## src/rtl/fifo_uart_tx_pkg.sv

```systemverilog
// Shared definitions for the FIFO-fed UART transmitter: FSM states, parameter limits,
// and the parity helper.
package fifo_uart_tx_pkg;

   typedef enum logic [2:0] {
      IDLE   = 3'd0,
      START  = 3'd1,
      DATA   = 3'd2,
      PARITY = 3'd3,
      STOP   = 3'd4
   } tx_state_t;

   localparam int unsigned MIN_CLKS_PER_BIT = 2;
   localparam int unsigned MIN_DATA_BITS    = 2;
   localparam int unsigned MAX_STOP_BITS    = 2;

   // data_xor is the XOR of all data bits; even parity sends it unchanged.
   function automatic logic parity_bit(input logic data_xor, input logic odd);
      return data_xor ^ odd;
   endfunction

endpackage

```

## src/rtl/fifo_uart_tx_baud_tick_gen.sv

```systemverilog
// Bit-period timer: counts 0..CLKS_PER_BIT-1 while run is high and pulses tick on the
// last count of each period; the count is held at zero while run is low.
module baud_tick_gen #(
   parameter int unsigned CLKS_PER_BIT = 16
) (
   input  logic clk,
   input  logic clrn,
   input  logic run,
   output logic tick
);

   localparam int unsigned CW = (CLKS_PER_BIT > 1) ? $clog2(CLKS_PER_BIT) : 1;
   localparam logic [CW-1:0] LAST = CW'(CLKS_PER_BIT - 1);

   logic [CW-1:0] cnt;

   always_ff @(posedge clk or negedge clrn) begin
      if (!clrn) begin
         cnt <= '0;
      end else if (!run || cnt == LAST) begin
         cnt <= '0;
      end else begin
         cnt <= cnt + 1'b1;
      end
   end

   assign tick = run && (cnt == LAST);

endmodule

```

## src/rtl/fifo_uart_tx.sv

```systemverilog
// Drains a show-ahead FIFO and serialises each popped word as a UART frame
// (start, LSB-first data, optional parity, 1 or 2 stop bits) on a registered txd.
module fifo_uart_tx
   import fifo_uart_tx_pkg::*;
#(
   parameter int unsigned DATA_BITS    = 8,
   parameter int unsigned CLKS_PER_BIT = 16,
   parameter int unsigned STOP_BITS    = 1,
   parameter int unsigned PARITY_EN    = 0,
   parameter int unsigned PARITY_ODD   = 0
) (
   input  logic                 clk,
   input  logic                 clrn,
   input  logic                 tx_en,
   input  logic [DATA_BITS-1:0] fifo_data,
   input  logic                 fifo_empty,
   output logic                 fifo_read,
   output logic                 txd,
   output logic                 busy
);

   if (CLKS_PER_BIT < MIN_CLKS_PER_BIT) begin : g_bad_clks
      $error("fifo_uart_tx: CLKS_PER_BIT must be >= 2");
   end
   if (STOP_BITS < 1 || STOP_BITS > MAX_STOP_BITS) begin : g_bad_stop
      $error("fifo_uart_tx: STOP_BITS must be 1 or 2");
   end
   if (DATA_BITS < MIN_DATA_BITS) begin : g_bad_data
      $error("fifo_uart_tx: DATA_BITS must be >= 2");
   end

   localparam int unsigned BW = (DATA_BITS > 1) ? $clog2(DATA_BITS) : 1;
   localparam logic [BW-1:0] LAST_BIT  = BW'(DATA_BITS - 1);
   localparam logic          LAST_STOP = 1'(STOP_BITS - 1);

   tx_state_t            state, state_next;
   logic [DATA_BITS-1:0] shift_reg;
   logic [DATA_BITS-1:0] data_q;
   logic [BW-1:0]        bit_cnt;
   logic                 stop_cnt;
   logic                 txd_q, txd_next;
   logic                 tick;
   logic                 par;

   baud_tick_gen #(.CLKS_PER_BIT(CLKS_PER_BIT)) u_baud (
      .clk  (clk),
      .clrn (clrn),
      .run  (state != IDLE),
      .tick (tick)
   );

   // Gated by clrn so no pop can be issued while the block is held in reset.
   assign fifo_read = clrn && (state == IDLE) && tx_en && !fifo_empty;
   assign par       = parity_bit(^data_q, PARITY_ODD != 0);
   assign busy      = (state != IDLE);
   assign txd       = txd_q;

   // txd_next is the line level for the state being entered, so txd is registered
   // yet changes on the same edge as the state.
   always_comb begin
      state_next = state;
      txd_next   = txd_q;
      case (state)
         IDLE: begin
            txd_next = 1'b1;
            if (fifo_read) begin
               state_next = START;
               txd_next   = 1'b0;
            end
         end
         START: begin
            if (tick) begin
               state_next = DATA;
               txd_next   = shift_reg[0];
            end
         end
         DATA: begin
            if (tick) begin
               if (bit_cnt != LAST_BIT) begin
                  txd_next = shift_reg[1];
               end else if (PARITY_EN != 0) begin
                  state_next = PARITY;
                  txd_next   = par;
               end else begin
                  state_next = STOP;
                  txd_next   = 1'b1;
               end
            end
         end
         PARITY: begin
            if (tick) begin
               state_next = STOP;
               txd_next   = 1'b1;
            end
         end
         STOP: begin
            txd_next = 1'b1;
            if (tick && stop_cnt == LAST_STOP) begin
               state_next = IDLE;
            end
         end
         default: begin
            state_next = IDLE;
            txd_next   = 1'b1;
         end
      endcase
   end

   always_ff @(posedge clk or negedge clrn) begin
      if (!clrn) begin
         state     <= IDLE;
         txd_q     <= 1'b1;
         shift_reg <= '0;
         data_q    <= '0;
         bit_cnt   <= '0;
         stop_cnt  <= 1'b0;
      end else begin
         state <= state_next;
         txd_q <= txd_next;
         if (fifo_read) begin
            shift_reg <= fifo_data;
            data_q    <= fifo_data;
            bit_cnt   <= '0;
            stop_cnt  <= 1'b0;
         end else if (tick) begin
            case (state)
               DATA: begin
                  shift_reg <= shift_reg >> 1;
                  bit_cnt   <= (bit_cnt == LAST_BIT) ? '0 : bit_cnt + 1'b1;
               end
               STOP:    stop_cnt <= stop_cnt + 1'b1;
               default: ;
            endcase
         end
      end
   end

endmodule

```

## config.mk

```make
export PLATFORM = sky130hd
export DESIGN_NAME = fifo_uart_tx
export DESIGN_NICKNAME = d
export VERILOG_FILES = /design/src/rtl/fifo_uart_tx_pkg.sv /design/src/rtl/fifo_uart_tx_baud_tick_gen.sv /design/src/rtl/fifo_uart_tx.sv
export SDC_FILE = /design/constraint.sdc
export NUM_CORES = 1
export LEC_CHECK = 0
export BUFFER_PORTS_ARGS = -buffer_cell sky130_fd_sc_hd__clkbuf_2
export CELL_PAD_IN_SITES_DETAIL_PLACEMENT = 0
export CELL_PAD_IN_SITES_GLOBAL_PLACEMENT = 1
export CORE_MARGIN = 10
export CORE_UTILIZATION = 43
export CTS_CLUSTER_SIZE = 30
export DETAILED_ROUTE_END_ITERATION = 10
export MAX_ROUTING_LAYER = met4
export PLACE_DENSITY_LB_ADDON = 0.1
export SLEW_MARGIN = 15
export SYNTH_ARGS = -nofsm -noshare
export SYNTH_HDL_FRONTEND = slang
export SYNTH_HIERARCHICAL = 1
export SYNTH_SLANG_ARGS = --single-unit
```

## constraint.sdc

```tcl
create_clock -name clk -period 2.05 [get_ports clk]
set_clock_uncertainty 0.05 [all_clocks]
set_input_delay 0.1025 -clock clk [delete_from_list [all_inputs] [get_ports clk]]
set_output_delay 0.1025 -clock clk [all_outputs]
set_load 0.02 [all_outputs]
```

## Word level (Yosys, flattened, before mapping)

Index checks and enable logic that the tools add are counted.

| storage, ports and cells | value |
|---|---|
| logic and storage cells | 64 |
| bits of input ports | 12 |
| register bits | 20 |
| output and inout port bits | 3 |

| operators by class | value |
|---|---|
| eq/ne operators | 13 |
| multiplexer cells | 24 |
| add/subtract/negate cells | 3 |
| bitwise logic cells | 1 |
| reductions and logical operators | 17 |

Operators with widths:

| operator | number |
|---|---|
| 3-bit 2-to-1 mux | 10 |
| 8-bit 2-to-1 mux | 3 |
| 3-bit case mux with 5 select lines | 1 |
| 2-bit != test, second input constant | 6 |
| 1-bit 2-to-1 mux | 8 |
| 3-bit by 2-bit equality test with 1-bit output, second input constant | 2 |
| 3-bit equality test, second input constant | 2 |
| 6-bit AND reduction | 1 |
| 2-bit nonzero test | 3 |
| 1-bit logical AND | 5 |
| 4-bit by 1-bit adder with 4-bit output, second input constant | 1 |
| 4-bit equality test, second input constant | 1 |
| 4-bit 2-to-1 mux | 1 |
| 1-bit case mux with 4 select lines | 1 |
| 2-bit AND reduction | 2 |
| 3-bit by 1-bit adder with 3-bit output, second input constant | 1 |
| 3-bit by 1-bit equality test with 1-bit output, second input constant | 1 |
| 3-bit logical NOT | 1 |
| 3-bit != test, second input constant | 1 |
| 3-bit AND reduction | 1 |
| 3-bit nonzero test | 1 |
| 1-bit logical NOT | 2 |
| 1-bit adder, second input constant | 1 |
| 1-bit logical OR | 1 |
| 1-bit inverter | 1 |

## Longest topological paths before layout

| logic depth | value |
|---|---|
| word-level depth | 6 |
| depth in mapped cells | 9 |
| mapped depth without buffers | 7 |

## Cells and area by module

Netlist, hierarchy kept.

Modules (own cells, without submodules):

| module | times used | cells an instance | sequential area each (sq um) | area an instance (sq um) |
|---|---|---|---|---|
| fifo_uart_tx | 1 | 75 | 401.6 | 837.1 |
| baud_tick_gen | 1 | 15 | 100.1 | 173.9 |

## Worst setup path after synthesis

Ideal clock, no wire load.

| path | value |
|---|---|
| path type | register -> register |
| start point | register state[1] |
| end point | register shift_reg[1] |
| path slack | 0.056 ns |
| arrival time | 1.818 ns |
| period minus slack after synthesis | 1.994 ns |
| buffers on the path | 2 |
| library setup time | 0.126 ns |
| data required time | 1.874 ns |
| cell stages (with the launch flop) | 10 |
| path through | dfrtp_1 > buf_2 > nor3_4 > inv_1 > inv_1 > nor2_1 > and4bb_4 > buf_6 > and2_1 > a221o_1 |

| between the ends | value |
|---|---|
| elaborated cells between the ends (all ways) | 11 |
| classes of those cells | eq/ne (1); mux (1); reduce/logical (9) |

RTL lines:

| element | line | RTL |
|---|---|---|
| start, declared | fifo_uart_tx.sv:36 | `tx_state_t state, state_next;` |
| start signal, assigned | fifo_uart_tx.sv:118 | `state <= state_next;` |
| 3-bit nonzero test | -- |  |
| net busy | fifo_uart_tx.sv:19 | `output logic busy` |
| 1-bit logical AND | fifo_uart_tx_baud_tick_gen.sv:27 | `assign tick = run && (cnt == LAST);` |
| net tick | fifo_uart_tx.sv:42 | `logic tick;` |
| 2-bit nonzero test (no line) | -- |  |
| 2-bit AND reduction (no line) | -- |  |
| end signal, assigned | fifo_uart_tx.sv:121 | `shift_reg <= fifo_data;` |
| end signal, assigned | fifo_uart_tx.sv:128 | `shift_reg <= shift_reg >> 1;` |
| end, declared | fifo_uart_tx.sv:37 | `logic [DATA_BITS-1:0] shift_reg;` |

The timed path passes the listed nets, and every way through them passes these cells.
A chain may end at the register's enable or synchronous reset.

## Worst setup path after layout

| path | value |
|---|---|
| start point | register state[1] |
| end point | output fifo_read |

| between the ends | value |
|---|---|
| word-level cells in the longest chain between the ends | 4 |

Ends and longest elaborated chain:

| element | line | RTL |
|---|---|---|
| 3-bit logical NOT | fifo_uart_tx.sv:53 | `assign fifo_read = clrn && (state == IDLE) && tx_en && !fifo_empty;` |
| 1-bit logical AND (3 in series) | fifo_uart_tx.sv:53 |  |
| end, declared | fifo_uart_tx.sv:17 | `output logic fifo_read,` |

Every way passes these cells.

==> run summary <==
area share of the largest cell type after synthesis - 0.470
placed cell count - 133
Die Ht - 68.5 um
Setup Crit Path Kind - register to output pin
Leak - 0.582 nW
crit path DAT - 1750 ps
mux cell area share after synthesis - 0.0198
top_reg_cell synth - dfrtp_1
Final GP Congestion - 0.751
fillcell total - 223
Adder-Cell Fraction of Synth Area - 0.0371
n_diodes - 0
share of layout cells above drive strength 1 - 0.237
Worst-Margin Slew - 450 ps
slowest stage delay, CP - 420 ps
ys async rst share - 1.00
Max Transition Viols Final - 0
Peak VDD IR - 0.698 mV
CP max stage cell - dfrtp_1
clk root buf - clkbuf_4
P&R area growth vs syn - 22.8%
IO buf count - 14
die area - 4690 sq um
Max Root-Sink Buffers - 2
Yosys reg bits - 20
starting density of the core - 0.453
synth top area cells - dfrtp_1 (47%), a221o_1 (6.9%), and2_1 (5.0%)
post-synthesis sequential area ratio - 0.496
initial antenna violation count - 0
Mapped Avg Cell Area - 11.2 sq um
XOR/XNOR Fraction of Synth Area - 0.00866
Worst Setup End Kind - output pin
grt ovf - 0
Tmin final - 1900 ps
synthesized net count - 105
Synth Area in Compound Gates - 0.183
vias in the first global route - 843
DRC Markers - 0
CP Buf/Inv Count - 2
ANT nets after route - 0
most frequent cell after synthesis - dfrtp_1
Final nets - 134
Switch Pwr - 0.428 mW
status - complete, no violations
CTS resizes - 0
Core Footprint - 2230 sq um
first-pass GRT wire length - 3820 um
Sw Ratio - 0.328
worst reg2reg setup slack - 180 ps
RSZ-0062 raised after global routing - false
worst skew pair latency - 300 ps
clock-pin transition on the worst setup and hold timing paths - 110 ps
total number of H-tree levels - 1
Max Fclk - 526 MHz
Gate Count Post-Synth - 90
Die Wd - 68.5 um
dpl hpwl - 1600 um
Hold Fails Final Rpt - 0
TritonCTS clock tree - yes
Rows - 17
internal power - 0.875 mW
combinational share of power - 0.329
post-route clock period utilization - 0.928
All-Layer GR Usage - 0.109
Startpoint Class - register
WL final - 2170 um
Max-Cap Viols - 0
clock share of power - 0.175
Via density - 5.48
detailed-route via count - 800
WL/cell - 14.9 um
Top Ports - 15
worst hold path type - input pin to asynchronous set/reset pin
Relative slew margins - 0.700
Non-Filler Instances - 146
synth unique cells - 32
yosys warns - 6
CP required - 1900 ps
number of DRC markers in iteration 0 - 27
largest net degree at the start of global routing - 21
CP Cell Sequence - nor3_4 > buf_4 > and2_1 > clkbuf_2
max reg flops - 8
post-synthesis cell area - 1010 sq um
Clock Sinks - 20
area leader, netlist - dfrtp_1
Setup TNS - 0 ps
number of flops mapped to enable cells by yosys - 0
Post-synth top cells - dfrtp_1 (19), and2_1 (8), nor2_1 (8)
setup violators final - 0
PD cells - 1050 nW/um^2
TritonRoute pass-1 iters - 4
largest family of logic cells by synthesized area - simple AND/OR/NAND/NOR gates
Seq pwr share - 0.496
CTS buffer count - 3
delay-heaviest family, CP - simple AND/OR/NAND/NOR gates
CP Max Fanout - 13
post-synthesis simple-gate area fraction - 0.202
-- layer usage --
| layer | vias to the layer above | routed length [um] | GRT usage |
|---|---|---|---|
| met5 | - | 0 | - |
| met2 | 14 | 990 | 0.165 |
| met1 | 393 | 1050 | 0.138 |
| li1 | 389 | - | - |
| met3 | 4 | 99 | 0.0258 |
| met4 | 0 | 31 | 0.0452 |
-- final timing paths --
kind | endpoint | from | cells after the start
worst max-delay path | fifo_read | state[1]$_DFFE_PN0P_ | 4
worst min-delay path | bit_cnt[0]$_DFFE_PN0P_ | clrn | 3
worst max register to register | shift_reg[4]$_DFFE_PN0P_ | u_baud/cnt[0]$_DFF_PN0_ | 6
worst min register to register | u_baud/cnt[0]$_DFF_PN0_ | u_baud/cnt[0]$_DFF_PN0_ | 1
max in group asynchronous | txd$_DFFE_PN1P_ | clrn | 3
min in group clk | shift_reg[7]$_DFFE_PN0P_ | fifo_empty | 4
-- placed cells by master (no fill, tap or decap), types with 2 or more instances in the layout --
cell type and count:
a21o_1 2, a21oi_1 3, a221o_1 7, and2_1 8, buf_4 6, clkbuf_2 14
clkbuf_4 3, dfrtp_1 19, dlygate4sd3_1 9, ha_1 3, inv_1 2, mux2i_1 2
nand2_1 2, nand2b_1 5, nand3_1 2, nand3b_1 2, nor2_1 8, o21ai_0 5
-- worst register-to-register path: stages, from the launching register on --
cell and delay [ps]:
dfrtp_1 410, ha_1 230, nand3_1 130, nor2_1 160, and4bb_4 350, a21oi_2 110, a221o_1 320
-- layout make-up --
type,instances,area (sq um),area share
sequential,20,502,0.404
multi-input combinational,63,455,0.367
timing repair buffer,29,205,0.165
clock buffer,4,36.3,0.0292
tap,28,35.0,0.0282
inverter,2,7.51,0.00605
-- cell families (layout without fill, tap and decap cells) --
group	count (synthesis)	after routing
compound gates	24	24
fa+ha+maj	3	3
mux	2	2
buf+inv	7	35
simple gates	33	33
xor+xnor	1	1
flops	20	20
-- per-stage QoR --
stage / instance area [sq um] / hold WS [ps] / util / setup slack, ps / power, mW
6_report: 1240 / 277 / 0.556 / 147 / 1.30
3_3_place_gp: 1110 / 74.8 / 0.499 / 282 / 1.06
5_1_grt: 1240 / 290 / 0.556 / 2.77 / 1.41
3_5_place_dp: 1110 / 74.7 / 0.499 / 202 / 1.07
4_1_cts: 1240 / 275 / 0.556 / 92.5 / 1.32
2_1_floorplan: 1010 / -243 / - / 55.7 / 0.940
-- power by group through the flow --
| stage | Sequential, mW | Combinational, mW | Clock [mW] |
|---|---|---|---|
| final | 0.647 | 0.429 | 0.227 |
| after global routing | 0.665 | 0.493 | 0.252 |
| after CTS | 0.645 | 0.436 | 0.237 |
| after detailed placement | 0.651 | 0.422 | 0 |
| after global placement | 0.645 | 0.419 | 0 |
| after floorplan | 0.620 | 0.320 | 0 |
-- repair_timing --
| action | in CTS | in global routing |
|---|---|---|
| endpoints found under the hold margin | 28 | 0 |
| setup buffers | 0 | 0 |
| hold buffers | 9 | 0 |
Power figures use the tool's default switching activity.
